## src/rtl/select_rd_align.sv

```systemverilog
// select_rd_align: load-data alignment and extension for the memory read path.
//
// Selects the addressed byte / halfword / word from the raw 32-bit memory word,
// sign- or zero-extends it for writeback, and raises a registered one-cycle
// error pulse for misaligned accesses or illegal load types.
//
// Ports:
//   clk          core clock, rising edge
//   rst          synchronous active-high reset
//   rdata        raw little-endian memory word (lane0 = bits 7:0)
//   sel_type     load type: 000 LB, 001 LH, 010 LW, 011 LBU, 100 LHU, others illegal
//   sel_addr_old low two address bits, already aligned with rdata
//   rd_mem       aligned/extended load result
//   misalign_err error flag for the access presented one cycle earlier
//
// Build option:
//   SELECT_RD_REG_OUT_EN  when defined, rd_mem is registered (1-cycle latency,
//                         resets to zero) and lines up with misalign_err.

module select_rd_align #(
  parameter int unsigned REG_LEN = 32
) (
  input  logic               clk,
  input  logic               rst,
  input  logic [REG_LEN-1:0] rdata,
  input  logic [2:0]         sel_type,
  input  logic [1:0]         sel_addr_old,
  output logic [REG_LEN-1:0] rd_mem,
  output logic               misalign_err
);

  // The lane selection and extension below are written for a 32-bit datapath.
  if (REG_LEN != 32) begin : gen_bad_reg_len
    $error("select_rd_align: REG_LEN must be 32");
  end

  localparam logic [2:0] SelLb  = 3'b000;
  localparam logic [2:0] SelLh  = 3'b001;
  localparam logic [2:0] SelLw  = 3'b010;
  localparam logic [2:0] SelLbu = 3'b011;
  localparam logic [2:0] SelLhu = 3'b100;

  logic [7:0]         byte_sel;
  logic [15:0]        half_sel;
  logic [REG_LEN-1:0] rd_comb;
  logic               err_now;
  logic               err_q;

  always_comb begin
    byte_sel = rdata[7:0];
    unique case (sel_addr_old)
      2'd0:    byte_sel = rdata[7:0];
      2'd1:    byte_sel = rdata[15:8];
      2'd2:    byte_sel = rdata[23:16];
      default: byte_sel = rdata[31:24];
    endcase
    // Bit 0 of the address plays no part in halfword data selection.
    half_sel = sel_addr_old[1] ? rdata[31:16] : rdata[15:0];
  end

  always_comb begin
    rd_comb = '0;
    err_now = 1'b0;
    case (sel_type)
      SelLb:  rd_comb = {{24{byte_sel[7]}}, byte_sel};
      SelLbu: rd_comb = {24'h0, byte_sel};
      SelLh: begin
        rd_comb = {{16{half_sel[15]}}, half_sel};
        err_now = sel_addr_old[0];
      end
      SelLhu: begin
        rd_comb = {16'h0, half_sel};
        err_now = sel_addr_old[0];
      end
      SelLw: begin
        rd_comb = rdata;
        err_now = (sel_addr_old != 2'b00);
      end
      default: begin
        rd_comb = '0;
        err_now = 1'b1;
      end
    endcase
  end

  always_ff @(posedge clk) begin
    if (rst) begin
      err_q <= 1'b0;
    end else begin
      err_q <= err_now;
    end
  end

  assign misalign_err = err_q;

`ifdef SELECT_RD_REG_OUT_EN
  logic [REG_LEN-1:0] rd_q;

  always_ff @(posedge clk) begin
    if (rst) begin
      rd_q <= '0;
    end else begin
      rd_q <= rd_comb;
    end
  end

  assign rd_mem = rd_q;
`else
  assign rd_mem = rd_comb;
`endif

endmodule

```

## config.mk

```make
export PLATFORM = sky130hd
export DESIGN_NAME = select_rd_align
export DESIGN_NICKNAME = d
export VERILOG_FILES = /design/src/rtl/select_rd_align.sv
export SDC_FILE = /design/constraint.sdc
export NUM_CORES = 1
export LEC_CHECK = 0
export CORE_UTILIZATION = 35
export DETAILED_ROUTE_END_ITERATION = 7
export PLACE_DENSITY = 0.87
export SYNTH_ARGS = -nofsm -noshare
export SYNTH_HDL_FRONTEND = slang
export SYNTH_SLANG_ARGS = --single-unit
```

## constraint.sdc

```tcl
create_clock -name clk -period 3.29 [get_ports clk]
set_input_delay 0.658 -clock clk [delete_from_list [all_inputs] [get_ports clk]]
set_output_delay 0.658 -clock clk [all_outputs]
set_load 0.02 [all_outputs]
```

==> results of run 1 <==
-- critical path, cell delays in order --
cell	delay, ps
clkdlybuf4s50_1	440
mux4_2	550
nor2_4	130
nor4_4	60
buf_4	160
buf_12	130
a21o_1	140
dlygate4sd2_1	320
-- final timing paths --
path  startpoint                       to  slack, ps  cells past startpoint
max     rdata[7]               rd_mem[18]         50                      8
min          rst  misalign_err$_SDFF_PP0_       1220                      2
-- power groups by stage --
stage,Sequential (mW),Combinational [mW],Clock [mW]
after CTS,0.0136,0.300,0
after detailed placement,0.0136,0.318,0
after floorplan,0.0149,0.151,0
final,0.0136,0.303,0
after global routing,0.0138,0.318,0
after global placement,0.0136,0.311,0
-- layout make-up --
type                       instances  share of cell area, %
inverter                           2                  0.431
tap                               28                   2.01
sequential                         1                   1.15
multi-input combinational         81                   45.9
timing repair buffer              96                   50.5
-- cells by family (layout without fill, tap and decap cells) --
logic type / Yosys count / after routing / share of synthesized area, %
AO/OA/AOI/OAI: 35 / 35 / 35.0
AND/OR/NAND/NOR: 23 / 23 / 15.3
adder cells (fa/ha/maj): 1 / 1 / 1.19
flip-flops: 1 / 1 / 2.38
XOR/XNOR: 2 / 2 / 2.08
multiplexers: 20 / 20 / 36.2
buffers and inverters: 12 / 98 / 7.89
-- through the flow --
step,std cells,worst slack [ps]
final,208,54.2
after detailed placement,207,-484
after floorplan,94,745
after CTS,208,66.6
after global placement,207,-359
after global routing,208,4.00
-- cells in the final DEF, fill, tap and decap left out, drive strengths merged --
master / n
clkdlybuf4s50: 37
mux2i: 9
o21ai: 1
mux4: 8
mux2: 3
clkdlybuf4s15: 4
nor2: 15
a221o: 15
a21oi: 2
dlygate4sd2: 28
nor4b: 1
buf: 27
xor2: 2
a21o: 16
nor3b: 2
maj3: 1
nand2: 1
nor4: 1
inv: 2
nor3: 1
nand2b: 2
o32ai: 1
dfxtp: 1
-- per-layer routing --
metal	global-route usage (%)	vias to the layer above	wire length, microns
met5	0	-	0
met4	7.87	0	60
met3	3.57	6	263
met2	54.4	66	2010
met1	36.0	598	1500
li1	-	561	-
-- what timing repair did --
item	in CTS	in global routing
pin swaps	1	0
setup endpoints to repair	32	3
resized for setup	49	3
hold buffers	0	0
setup buffers	1	0
==> flow_summary.yaml, run 1 <==
power:
  p_seq_share_pct: 4.3
  p_comb_share_pct: 95.7
  p_per_area_nw_per_um2: 182
  pwr-share-clk_pct: 0
  p_leak_nw: 0.898
  netSwitchingFraction_pct: 46.5
  total_power_mw: 0.316
  irDropWorstVdd_uv: 124
  p_sw_mw: 0.147
  p_int_mw: 0.169
sta:
  relSlewSlack_pct: 67.9
  hold_viol: 0
  fmax_mhz: 309
  period_needed_ps: 3240
  rsz0062_at_grt: "no"
  setup_violations: 0
  fin_hold_ws_ps: 1220
  finalSetupTns_ps: 0
  finalMaxSlewViolations: 0
  worstMarginPinSlew_ps: 480
  min_period_over_period_pct: 98.4
floorplan:
  die_h_microns: 51.0
  die_w_microns: 51.0
  start_util_pct: 37.6
  core_area_sq_um: 2230
  rows: 17
  ioPinCount: 72
  die_area_sq_um: 2600
synth:
  post-synth-top-area-cell: "mux4_2"
  yosys_most_used_dff: "dfxtp_1"
  synth_top_area_share_pct: 21.4
  async_flop_share_pct: 0
  syn_area_per_cell_sq_um: 8.94
  synth_commonest_cells: "16 x a21o_1, 15 x a221o_1, 15 x nor2_1"
  synth.cell_area_sq_um: 841
  synth.yosys.seq_area_share_pct: 2.38
  netlist_instances: 94
  synth_warnings: 0
  ys_top_cells_by_area: "mux4_2 21%, a221o_1 18%, a21o_1 14%, mux2i_1 11%, nor2_1 6.7%"
  syn_nets: 133
  synth_seq_cells: 1
  synth_cell_type_count: 24
  synth_edf_count: 0
  yosysMostFrequentCell: "a21o_1"
finish:
  regArea_sq_um: 20.0
  nFillCells: 164
  fin_area_sq_um: 1740
  final_core_util_pct: 78.0
  drive_above_1_share_pct: 25.6
  diodes: 0
  multi_input_area_sq_um: 800
  largest_reg_flops: 1
  layout.nets: 221
  area_growth_pct: 107
place:
  hpwl_microns: 3050
  port_buffers: 71
  place_area_sq_um: 1740
  routabilityCongestion: 0.821
global_route:
  grt_pass1_wl_microns: 5950
  grt_pass1_vias: 1278
  overflow: 0
  groute.usage.overall_pct: 29.7
  antenna_found_initial: 0
  grt_max_degree: 19
setup_path:
  required_ps: 2630
  startpoint_type: "input port"
  endpoint_kind: "output port"
  crit_type: "input port to output port"
  arrival_ps: 2580
  path_max_fanout: 7
run:
  max_cap_violations: 0
clocking:
  clkTransAtPathRegs_ps: 0
detailed_routing:
  drtIter0Drc: 31
  drt_drc_violations_left: 0
  ant_nets: 0
  drt_pass1_iterations: 5
  wl_per_cell_microns: 18.5
  wirelength_microns: 3840
  vias: 1231
  vias_per_cell: 5.92
run_status:
  outcome: "completed"
min_path:
  hold_path.class: "input port to register"
(Power assumes the default switching activity.)
==> run 2, diff against run 1 <==
--- a/config.mk
+++ b/config.mk
@@ -5,9 +5,9 @@
 export SDC_FILE = /design/constraint.sdc
 export NUM_CORES = 1
 export LEC_CHECK = 0
-export CORE_UTILIZATION = 35
+export CORE_UTILIZATION = 29
 export DETAILED_ROUTE_END_ITERATION = 7
-export PLACE_DENSITY = 0.87
+export PLACE_DENSITY = 0.77
 export SYNTH_ARGS = -nofsm -noshare
 export SYNTH_HDL_FRONTEND = slang
 export SYNTH_SLANG_ARGS = --single-unit
==> constraint.sdc (replaced) <==
create_clock -name clk -period 2.7 [get_ports clk]
set_input_delay 0.54 -clock clk [delete_from_list [all_inputs] [get_ports clk]]
set_output_delay 0.54 -clock clk [all_outputs]
set_load 0.02 [all_outputs]
==> run 2 against run 1 <==
Net effect:
- setup slack lost 0.61 ps
- combinational power rose by 25%
- flip-flop and latch count unchanged
- final area increased by 5.3%
- first-iteration DRC count increased by 71%
- global-route usage shrank 5.9 points
- via count rose by 2.9%
- final cell count is 11% higher
==> flow_summary.yaml, run 2 (same netlist as run 1, synthesis figures left out) <==
global_route:
  groute.usage.overall_pct: 23.8
  antenna_found_initial: 0
  overflow: 0
  grt_pass1_wl_microns: 6070
  grt_max_degree: 18
  grt_pass1_vias: 1310
min_path:
  hold_start: "sel_type[1]"
  hold_path.class: "input port to register"
  hold_path_depth: 4
  hold_path_end: "misalign_err$_SDFF_PP0_"
power:
  p_leak_nw: 0.939
  irDropWorstVdd_uv: 169
  p_per_area_nw_per_um2: 216
setup_path:
  path_cells: "clkdlybuf4s15_2 -> mux4_2 -> nor2_4 -> nor4_4 -> buf_4 -> a21o_1 -> clkdlybuf4s15_2"
  required_ps: 2160
  cp_slowest_cell: "mux4_2"
  cp_top_family: "buffers and inverters"
  path_buf_inv: 3
  arrival_ps: 2110
  cpPeakStageDelay_ps: 560
  startpoint_type: "input port"
  endpoint_kind: "output port"
  path_max_fanout: 11
  cpMostUsedCell: "clkdlybuf4s15_2"
  crit_type: "input port to output port"
sta:
  rsz0062_at_grt: "yes"
  relSlewSlack_pct: 67.7
  period_needed_ps: 2650
  setup_violations: 0
  worstMarginPinSlew_ps: 482
  fmax_mhz: 378
  fin_hold_ws_ps: 1080
  min_period_over_period_pct: 98.0
  timing.final.ws_setup_ps: 53.6
  hold_viol: 0
  finalSetupTns_ps: 0
  finalMaxSlewViolations: 0
place:
  hpwl_microns: 2990
  place_area_sq_um: 1840
  dp_slack_ps: -793
  routabilityCongestion: 0.853
  port_buffers: 71
floorplan:
  core_area_sq_um: 2760
  die_w_microns: 55.8
  die_area_sq_um: 3120
  start_util_pct: 30.5
  ioPinCount: 72
  rows: 19
  die_h_microns: 55.8
detailed_routing:
  ant_nets: 0
  drt_drc_violations_left: 0
  wl_per_cell_microns: 16.3
  vias: 1267
  drtIter0Drc: 53
  vias_per_cell: 5.51
  wirelength_microns: 3740
  drt_pass1_iterations: 4
clocking:
  clkTransAtPathRegs_ps: 0
  ctsHoldBuffers: 0
finish:
  final_common_cell: "buf_4"
  drive_above_1_share_pct: 44.7
  layout.nets: 240
  area_growth_pct: 118
  diodes: 0
  nFillCells: 236
  largest_reg_flops: 1
  final_core_util_pct: 66.5
  fin_area_sq_um: 1830
  final_cell_mix: "41 x buf_4, 30 x clkdlybuf4s50_1, 16 x a21o_1"
run_status:
  outcome: "completed"
run:
  max_cap_violations: 0
run 2: changes by cell type in the layout (fill, tap and decap cells not counted), sizes merged:
| cell | delta |
|---|---|
| buf | +32 |
| clkdlybuf4s15 | +12 |
| clkbuf | +2 |
| dlygate4sd2 | -20 |
| clkdlybuf4s50 | -7 |
run 2: worst max-delay path by stage:
stage                          startpoint         end  slack (ps)  cells past startpoint
after floorplan               sel_type[1]  rd_mem[10]         390                      4
after global placement    sel_addr_old[1]  rd_mem[15]        -760                      6
after detailed placement  sel_addr_old[1]  rd_mem[15]        -790                      6
after CTS                     sel_type[1]   rd_mem[2]          30                      6
after global routing          sel_type[0]  rd_mem[11]         -20                      7
final                     sel_addr_old[1]  rd_mem[21]          50                      7
run 2: per-layer routing:
layer,global-route usage (%),vias up,share of wire (%)
met4,5.92,0,2.1
met5,0,-,0
met3,1.63,8,4.8
li1,-,596,-
met1,27.5,617,38
met2,47.0,46,55
run 2: report_power, final:
part | switching (mW) | leakage, nW | internal [mW]
Sequential | 0.000220 | 0.00837 | 0.0163
Combinational | 0.177 | 0.931 | 0.203
Clock | 0 | 0 | 0
run 2: through the flow:
| stage | power [mW] | instances |
|---|---|---|
| 2_1_floorplan | 0.202 | 94 |
| 3_3_place_gp | 0.408 | 226 |
| 3_5_place_dp | 0.415 | 226 |
| 4_1_cts | 0.397 | 230 |
| 5_1_grt | 0.420 | 230 |
| 6_report | 0.397 | 230 |
run 2: timing repair:
action | in CTS | in global routing
setup endpoints to repair | 32 | 6
hold endpoints to repair | 0 | 0
gates resized for setup | 124 | 6
buffers inserted | 5 | 0
pin swaps | 1 | 0
run 2: layout make-up:
cell class              count  area (sq um)  share of cell area (%)
inverters                   2          7.51                   0.409
multi-input cells          81           783                    42.7
flip-flops and latches      1          20.0                    1.09
well taps                  31          38.8                    2.11
repair buffers            115           985                    53.7
